==> src/rtl/tlul_pkg.sv <==
// TL-UL channel structs and field widths shared by hosts, devices and fabric.
// Latency: n/a (type definitions only).
// Backpressure: n/a; a_ready lives in d2h and d_ready lives in h2d.
package tlul_pkg;

  localparam int TL_AW   = 32;
  localparam int TL_DW   = 32;
  localparam int TL_AIW  = 8;
  localparam int TL_DIW  = 1;
  localparam int TL_SZW  = 2;
  localparam int TL_DBW  = TL_DW / 8;

  typedef struct packed {
    logic              a_valid;
    logic [2:0]        a_opcode;
    logic [2:0]        a_param;
    logic [TL_SZW-1:0] a_size;
    logic [TL_AIW-1:0] a_source;
    logic [TL_AW-1:0]  a_address;
    logic [TL_DBW-1:0] a_mask;
    logic [TL_DW-1:0]  a_data;
    logic              d_ready;
  } tl_h2d_t;

  typedef struct packed {
    logic              d_valid;
    logic [2:0]        d_opcode;
    logic [2:0]        d_param;
    logic [TL_SZW-1:0] d_size;
    logic [TL_AIW-1:0] d_source;
    logic [TL_DIW-1:0] d_sink;
    logic [TL_DW-1:0]  d_data;
    logic              d_error;
    logic              a_ready;
  } tl_d2h_t;

endpackage

==> src/rtl/tlul_host_arb_cnt.sv <==
// Per-host outstanding-request counter with a limit flag.
// Latency: count and full flag update one cycle after the handshake.
// Backpressure: full=1 tells the arbiter to stop granting this host.
module tlul_host_arb_cnt #(
  parameter int MaxOutstanding = 4
) (
  input  logic clk_i,
  input  logic rst_i,
  input  logic inc,
  input  logic dec,
  output logic full
);

  localparam int CntW = $clog2(MaxOutstanding + 1);

  logic [CntW-1:0] cnt_q;

  // Count A beats up and D beats down; a lone D at zero is ignored.
  always_ff @(posedge clk_i or posedge rst_i) begin
    if (rst_i) begin
      cnt_q <= '0;
    end else if (inc && !dec) begin
      cnt_q <= cnt_q + CntW'(1);
    end else if (!inc && dec && (cnt_q != '0)) begin
      cnt_q <= cnt_q - CntW'(1);
    end
  end

  assign full = (cnt_q == CntW'(MaxOutstanding));

endmodule

==> src/rtl/tlul_host_arb.sv <==
// N-host to 1-device TL-UL arbiter, round-robin or fixed priority (TLUL_HOST_ARB_FIXED_PRIO_EN).
// Latency: A and D paths are combinational (zero cycle); grant state updates on the clock.
// Backpressure: a stalled grant is locked until accepted; hosts at MaxOutstanding are not granted.
module tlul_host_arb
  import tlul_pkg::*;
#(
  parameter int NumHosts       = 4,
  parameter int MaxOutstanding = 4
) (
  input  logic                     clk_i,
  input  logic                     rst_i,
  input  tl_h2d_t [NumHosts-1:0]   tl_h_i,
  output tl_d2h_t [NumHosts-1:0]   tl_h_o,
  output tl_h2d_t                  tl_d_o,
  input  tl_d2h_t                  tl_d_i
);

  localparam int IdxW = $clog2(NumHosts);

  logic [NumHosts-1:0] full;
  logic [NumHosts-1:0] elig;
  logic [NumHosts-1:0] a_hs;
  logic [NumHosts-1:0] d_hs;
  logic [IdxW-1:0]     gnt;
  logic                gnt_vld;
  logic                a_fire;
  logic                lock_q;
  logic                lock_d;
  logic [IdxW-1:0]     lock_host_q;
  logic [IdxW-1:0]     d_idx;
  logic                d_in_range;
`ifndef TLUL_HOST_ARB_FIXED_PRIO_EN
  logic [IdxW-1:0]     ptr_q;
`endif

  // A host may compete when it requests and still has outstanding budget.
  always_comb begin
    elig = '0;
    for (int h = 0; h < NumHosts; h++) begin
      elig[h] = tl_h_i[h].a_valid & ~full[h];
    end
  end

  // Grant selection: a locked grant wins; otherwise the chosen policy picks.
  always_comb begin
    gnt     = '0;
    gnt_vld = 1'b0;
    if (lock_q) begin
      gnt     = lock_host_q;
      gnt_vld = tl_h_i[lock_host_q].a_valid;
    end else begin
`ifdef TLUL_HOST_ARB_FIXED_PRIO_EN
      // Scan downward so the lowest eligible index is assigned last.
      for (int i = NumHosts - 1; i >= 0; i--) begin
        if (elig[i]) begin
          gnt     = IdxW'(i);
          gnt_vld = 1'b1;
        end
      end
`else
      // Scan the farthest candidate first so the nearest one after ptr wins.
      for (int k = NumHosts; k >= 1; k--) begin
        if (elig[(int'(ptr_q) + k) % NumHosts]) begin
          gnt     = IdxW'((int'(ptr_q) + k) % NumHosts);
          gnt_vld = 1'b1;
        end
      end
`endif
    end
  end

  assign a_fire = gnt_vld & tl_d_i.a_ready & ~rst_i;
  assign lock_d = gnt_vld & ~tl_d_i.a_ready;

  // Hold the grant on a host whose request the device has not yet taken.
  always_ff @(posedge clk_i or posedge rst_i) begin
    if (rst_i) begin
      lock_q      <= 1'b0;
      lock_host_q <= '0;
    end else begin
      lock_q <= lock_d;
      if (lock_d) begin
        lock_host_q <= gnt;
      end
    end
  end

`ifndef TLUL_HOST_ARB_FIXED_PRIO_EN
  // Remember the last host whose A beat was accepted.
  always_ff @(posedge clk_i or posedge rst_i) begin
    if (rst_i) begin
      ptr_q <= IdxW'(NumHosts - 1);
    end else if (a_fire) begin
      ptr_q <= gnt;
    end
  end
`endif

  assign d_idx      = tl_d_i.d_source[IdxW-1:0];
  assign d_in_range = (int'(d_idx) < NumHosts);

  // Merged device request: granted host's fields with its index in the low source bits.
  always_comb begin
    tl_d_o          = tl_h_i[gnt];
    tl_d_o.a_source = {tl_h_i[gnt].a_source[TL_AIW-1:IdxW], gnt};
    tl_d_o.a_valid  = gnt_vld & ~rst_i;
    tl_d_o.d_ready  = ~rst_i & (d_in_range ? tl_h_i[d_idx].d_ready : 1'b1);
  end

  // Host responses: D fields broadcast, valids and a_ready steered to one host.
  always_comb begin
    for (int h = 0; h < NumHosts; h++) begin
      tl_h_o[h]          = tl_d_i;
      tl_h_o[h].d_source = tl_d_i.d_source >> IdxW;
      tl_h_o[h].d_valid  = ~rst_i & tl_d_i.d_valid & d_in_range & (d_idx == IdxW'(h));
      tl_h_o[h].a_ready  = ~rst_i & gnt_vld & (gnt == IdxW'(h)) & tl_d_i.a_ready;
      a_hs[h]            = a_fire & (gnt == IdxW'(h));
      d_hs[h]            = ~rst_i & tl_d_i.d_valid & d_in_range & (d_idx == IdxW'(h))
                           & tl_h_i[h].d_ready;
    end
  end

  for (genvar h = 0; h < NumHosts; h++) begin : g_cnt
    tlul_host_arb_cnt #(
      .MaxOutstanding(MaxOutstanding)
    ) u_cnt (
      .clk_i (clk_i),
      .rst_i (rst_i),
      .inc   (a_hs[h]),
      .dec   (d_hs[h]),
      .full  (full[h])
    );
  end

endmodule

==> config.mk <==
export PLATFORM = sky130hd
export DESIGN_NAME = tlul_host_arb
export DESIGN_NICKNAME = d
export VERILOG_FILES = /design/src/rtl/tlul_pkg.sv /design/src/rtl/tlul_host_arb_cnt.sv /design/src/rtl/tlul_host_arb.sv
export SDC_FILE = /design/constraint.sdc
export NUM_CORES = 1
export LEC_CHECK = 0
export ABC_AREA = 1
export BUFFER_PORTS_ARGS = -buffer_cell sky130_fd_sc_hd__buf_2
export CAP_MARGIN = 0
export CORE_AREA = 4 4 271 273
export CTS_CLUSTER_DIAMETER = 100
export CTS_CLUSTER_SIZE = 28
export DETAILED_ROUTE_END_ITERATION = 10
export DIE_AREA = 0 0 275 277
export GPL_TIMING_DRIVEN = 0
export SLEW_MARGIN = 20
export SYNTH_ARGS = -nofsm -noshare
export SYNTH_HDL_FRONTEND = slang
export SYNTH_SLANG_ARGS = --single-unit
export TNS_END_PERCENT = 10
==> constraint.sdc <==
create_clock -name clk_i -period 2.98 [get_ports clk_i]
set_clock_uncertainty 0.1 [all_clocks]
set_input_delay 0.447 -clock clk_i [delete_from_list [all_inputs] [get_ports clk_i]]
set_output_delay 0.447 -clock clk_i [all_outputs]
set_load 0.05 [all_outputs]
=== Yosys cells after proc, flatten, opt, wreduce, memory -nomap -nowiden ===
Cells that the tools add are included.

* Bits in registers: 17
* Word-level logic and storage cells: 146

* $lt $le $gt $ge: 7
* Multiplexer cells: 36
* $add $sub $neg: 12
* Equal/unequal tests: 10
* Reductions and logical operators: 34
* Bitwise gates (word level): 40

{| class="wikitable"
|+ Operator list
! cell !! number
|-
| $bmux W86 S2 || 3
|-
| $mux W86 || 1
|-
| $mux W85 || 1
|-
| $and A1 B1 Y1 || 30
|-
| $mux W3 || 8
|-
| $lt A3 B4 Y1 const B || 4
|-
| $mux W1 || 14
|-
| $add A3 B1 Y3 const B || 4
|-
| $eq A3 B3 Y1 const B || 4
|-
| $logic_and A1 B1 Y1 || 12
|-
| $reduce_bool A3 Y1 || 4
|-
| $sub A3 B1 Y3 const B || 4
|-
| $mux W2 || 5
|-
| $lt A2 B3 Y1 const B || 3
|-
| $bmux W1 S2 || 4
|-
| $eq A2 B2 Y1 const B || 4
|-
| $logic_not A1 Y1 || 8
|-
| $reduce_bool A2 Y1 || 4
|-
| $reduce_or A2 Y1 || 4
|-
| $not A1 Y1 || 6
|-
| $add A2 B1 Y2 const B || 2
|-
| $add A2 B2 Y2 const B || 2
|-
| $and A1 B1 Y1 const A || 4
|-
| $eq A2 B1 Y1 const B || 2
|-
| $logic_not A2 Y1 || 2
|}

=== Logic depth before layout (Yosys ltp) ===
* Depth after elaboration: 19
* Depth in mapped cells: 19
* Mapped depth without buffers: 19

=== By module ===
Synthesis repeated with hierarchy kept, for this count alone.

* Cell total of the unflattened synthesis: 1309
* Area, all modules: 6586.3 µm²

{| class="wikitable"
|+ Modules (own cells, without submodules)
! module !! area each (µm²) !! seq. area each (µm²) !! cells each !! times used
|-
| tlul_host_arb || 5805.6 || 127.6 || 1197 || 1
|-
| tlul_host_arb_cnt || 195.2 || 75.1 || 28 || 4
|}

=== Worst setup path before layout ===
No wires, ideal clock.

* Kind: flip-flop to flip-flop
* From: register ptr_q[0]
* To: register g_cnt[3].u_cnt.cnt_q[2]
* Path buffers: 1
* Stages on the path, launching flop included: 18
* Arrival: 3.063 ns
* Setup slack: -0.300 ns
* Library setup time: 0.116 ns
* Clock period less this slack: 3.280 ns
* Cell sequence: dfstp_2 buf_6 inv_2 nand3_1 nand2_1 nand2_1 nand2_1 nand2_1 nand2_1 o21ai_4 nand3_1 nor2_1 nand2_1 fa_1 inv_1 nand2_1 nand3_1 nand2_1

* Longest elaborated chain between the ends: 16

{| class="wikitable"
|+ Ends and longest elaborated chain
! element !! RTL line !! RTL
|-
| start, declared || tlul_host_arb.sv:33 || <nowiki>logic [IdxW-1:0] ptr_q;</nowiki>
|-
| start signal, assigned || tlul_host_arb.sv:92 || <nowiki>ptr_q <= IdxW'(NumHosts - 1);</nowiki>
|-
| start signal, assigned || tlul_host_arb.sv:94 || <nowiki>ptr_q <= gnt;</nowiki>
|-
| $add A2 B1 Y2 || tlul_host_arb.sv:63, tlul_host_arb.sv:64 ||
|-
| $bmux W1 S2 || tlul_host_arb.sv:63 || <nowiki>if (elig[(int'(ptr_q) + k) % NumHosts]) begin</nowiki>
|-
| $mux W1 (implied by the code) (2 in series) || tlul_host_arb.sv:63 ||
|-
| $mux W1 (4 in series) || tlul_host_arb.sv:63 ||
|-
| $mux W1 || tlul_host_arb.sv:48 || <nowiki>if (lock_q) begin</nowiki>
|-
| $and A1 B1 Y1 (2 in series) || tlul_host_arb.sv:72 || <nowiki>assign a_fire = gnt_vld & tl_d_i.a_ready & ~rst_i;</nowiki>
|-
| $and A1 B1 Y1 (*) || tlul_host_arb.sv:117 || <nowiki>a_hs[h] = a_fire & (gnt == IdxW'(h));</nowiki>
|-
| $logic_not A1 Y1 || tlul_host_arb_cnt.sv:24 || <nowiki>end else if (!inc && dec && (cnt_q != '0)) begin</nowiki>
|-
| $logic_and A1 B1 Y1 (2 in series) || tlul_host_arb_cnt.sv:24 ||
|-
| $reduce_bool A2 Y1 (no line) || - ||
|-
| end signal, assigned || tlul_host_arb_cnt.sv:23 || <nowiki>cnt_q <= cnt_q + CntW'(1);</nowiki>
|-
| end signal, assigned || tlul_host_arb_cnt.sv:25 || <nowiki>cnt_q <= cnt_q - CntW'(1);</nowiki>
|-
| end, declared || tlul_host_arb_cnt.sv:16 || <nowiki>logic [CntW-1:0] cnt_q;</nowiki>
|}

Every way passes the cells marked *; elsewhere a longest branch is shown, timed or not. The select of a mux whose other input is x is not followed.
A chain may end at the register's enable or synchronous reset.

==> reports/metrics.cfg <==
[layout]
nNetsFinal=1940
syn2layout_area_growth_pct=111
drive_gt1_share_pct=64.1
fin_area_um2=11100
final_cell_mix=buf_2 (542), buf_4 (305), nand3_1 (181)
final_common_cell=buf_2
finish.utilization_pct=15.7

[die]
core_area_um2=71100
pin_count=692
die_area_um2=76200
rows=98
die_x_um=275
die_y_um=277
start_util_pct=7.44

[sta]
fin_crit_sh_pct=119
fmax_mhz=282
maxSlewViolCount=0
slew_headroom_pct=65.0
tns_ps=-30120
hold_violations=0
layout_setup_ws_ps=-561
worst_slew_pin_slew_ps=523
setup_viol=90
period_needed_ps=3540
rsz0062_at_grt=yes

[worst_setup_path]
critical_path_class=reg -> out
path_max_fanout=7
worst_setup_path_end_kind=primary output
rrSetupSlack_ps=-50
slowest_stage=dfstp_2
cp.required_ps=2430
path_cells=buf_8, xor2_4, inv_2, nand3_2, nand2_1, nand2_2, nand3_2, nand3_4, nand2_8, inv_12, buf_16, buf_8, nor2_1, o211ai_1, buf_4
arrival_ps=2990
crit_buf_inv=6
cp.depth=15
reg2regPathDepth=19
start_kind=flop
crit_family=buffers and inverters
slowest_delay_ps=530

[routing]
routed-via-count=8808
drtIter0Drc=372
final_antenna_net_count=0
first_pass_iters=5
routed_wl_mm=46.0
drc=0
vias_per_cell=3.54
wl_per_cell_um=18.5

[clock_network]
cts_buffer_depth=2
clock_sinks=17
path_clk_slew_ps=50
cts.hold.buffers_added=0
cts_buffers=3
clk_latency_ps=250
cts_tree=done
cts_htree_levels=1
root_buffer=clkbuf_16

[synthesis]
seq_area_frac_synth_pct=8.09
yosysWarnings=0
synth_cell_type_count=31
avgSynthCellArea_um2=6.08
syn_inst=870
netlist_area_um2=5290
synth_seq_cells=17
yosys-top-cells-area=buf_4 (29%), nand3_1 (18%), o211ai_1 (12%)
synth_top_area_share_pct=28.8
yosysTopAreaCell=buf_4

[placed_design]
gp_congestion=0.897
placed_area_um2=9670
io_buffers=627
hpwl_mm=38.2

[run_status]
status=finished with violations
violations=setup timing

[job]
cap_violations=0

[worst_hold_path]
hp-class=in -> async

[global_route]
grt_max_degree=19
grtUsageTotal_pct=10.9
antenna_found_initial=15
grt_pass1_wl_mm=59.9
grt_pass1_vias=8569
grt_overflow=0

## synthesized netlist by cell type
master and instances:
fa_1 4, o21ai_0 86, nor3_1 4, nand3_1 195
clkbuf_1 7, xor2_2 1, buf_4 203, nor2_1 94
dfrtp_1 15, clkbuf_2 8, conb_1 1, a31oi_1 1
o21ai_4 1, nand4_1 2, inv_2 4, nand3_2 1
inv_1 25, a41oi_1 1, a21oi_1 5, buf_2 42
buf_1 2, o211ai_1 82, nand2_4 1, dfstp_2 2
buf_6 2, nand4_2 1, o21ai_1 1, nor2_4 1
nor2_2 1, nand2_1 74, xor2_1 3
## timing repair
item | 4_1_cts | 5_1_grt
buffers inserted | 15 | 11
pin swaps | 26 | 44
setup endpoints to repair | 91 | 97
cloned | 4 | 2
resized for setup | 240 | 82
## state kept, by name, indices dropped and copies added, names as in the netlist
| name | count |
|---|---|
| lock_host_q | 2 |
| ptr_q | 2 |
| g_cnt.u_cnt.cnt_q | 12 |
| lock_q | 1 |
## layer usage
metal | GRT usage [%] | part of all wire (%) | routed length (µm) | vias up
met5 | 0 | 0.13 | 62 | -
met4 | 3.62 | 3.7 | 1700 | 10
met3 | 3.09 | 10 | 4650 | 81
met2 | 18.6 | 47 | 21400 | 560
met1 | 13.0 | 40 | 18200 | 4014
li1 | - | - | - | 4143
## path summary, 6_finish.rpt
check                                          end                    start
setup / recovery                        tl_d_o[39]                 ptr_q[0]
hold / removal                      lock_host_q[0]                    rst_i
setup reg to reg           g_cnt[0].u_cnt.cnt_q[2]                 ptr_q[0]
hold reg to reg            g_cnt[2].u_cnt.cnt_q[2]  g_cnt[2].u_cnt.cnt_q[2]
max in group asynchronous                 ptr_q[0]                    rst_i
min in group clk_i                          lock_q                tl_d_i[0]
## final cells by class
| type | count | area [µm²] |
|---|---|---|
| clock buffers | 3 | 75.1 |
| multi-input cells | 567 | 3150 |
| fillers | 8194 | 60000 |
| diodes | 4 | 10.0 |
| repair buffers | 659 | 3830 |
| plain buffers | 261 | 2320 |
| inverters | 29 | 135 |
| flip-flops and latches | 17 | 428 |
| well taps | 950 | 1190 |
| clock inverters | 1 | 5.00 |
## cell families after synthesis
| family | count (synthesis) | synth area share, % |
|---|---|---|
| AND/OR/NAND/NOR | 374 | 31.9 |
| other | 1 | 0.0709 |
| buffers and inverters | 293 | 36.7 |
| flip-flops | 17 | 8.09 |
| adder cells (fa/ha/maj) | 4 | 1.51 |
| AO/OA/AOI/OAI | 177 | 20.9 |
| XOR/XNOR | 4 | 0.804 |
## stage by stage
stage                     hold slack [ps]  worst slack [ps]  instances
after global placement                380             -1090       2454
after CTS                             293              -451       2475
final                                 144              -561       2491
after floorplan                       280              -284        877
after global routing                  189              -613       2489
after detailed placement              383             -1080       2454
Power is left out: the tool's default activity adds up to more than one toggle a clock period on the data nets, which glitch-free logic cannot reach.
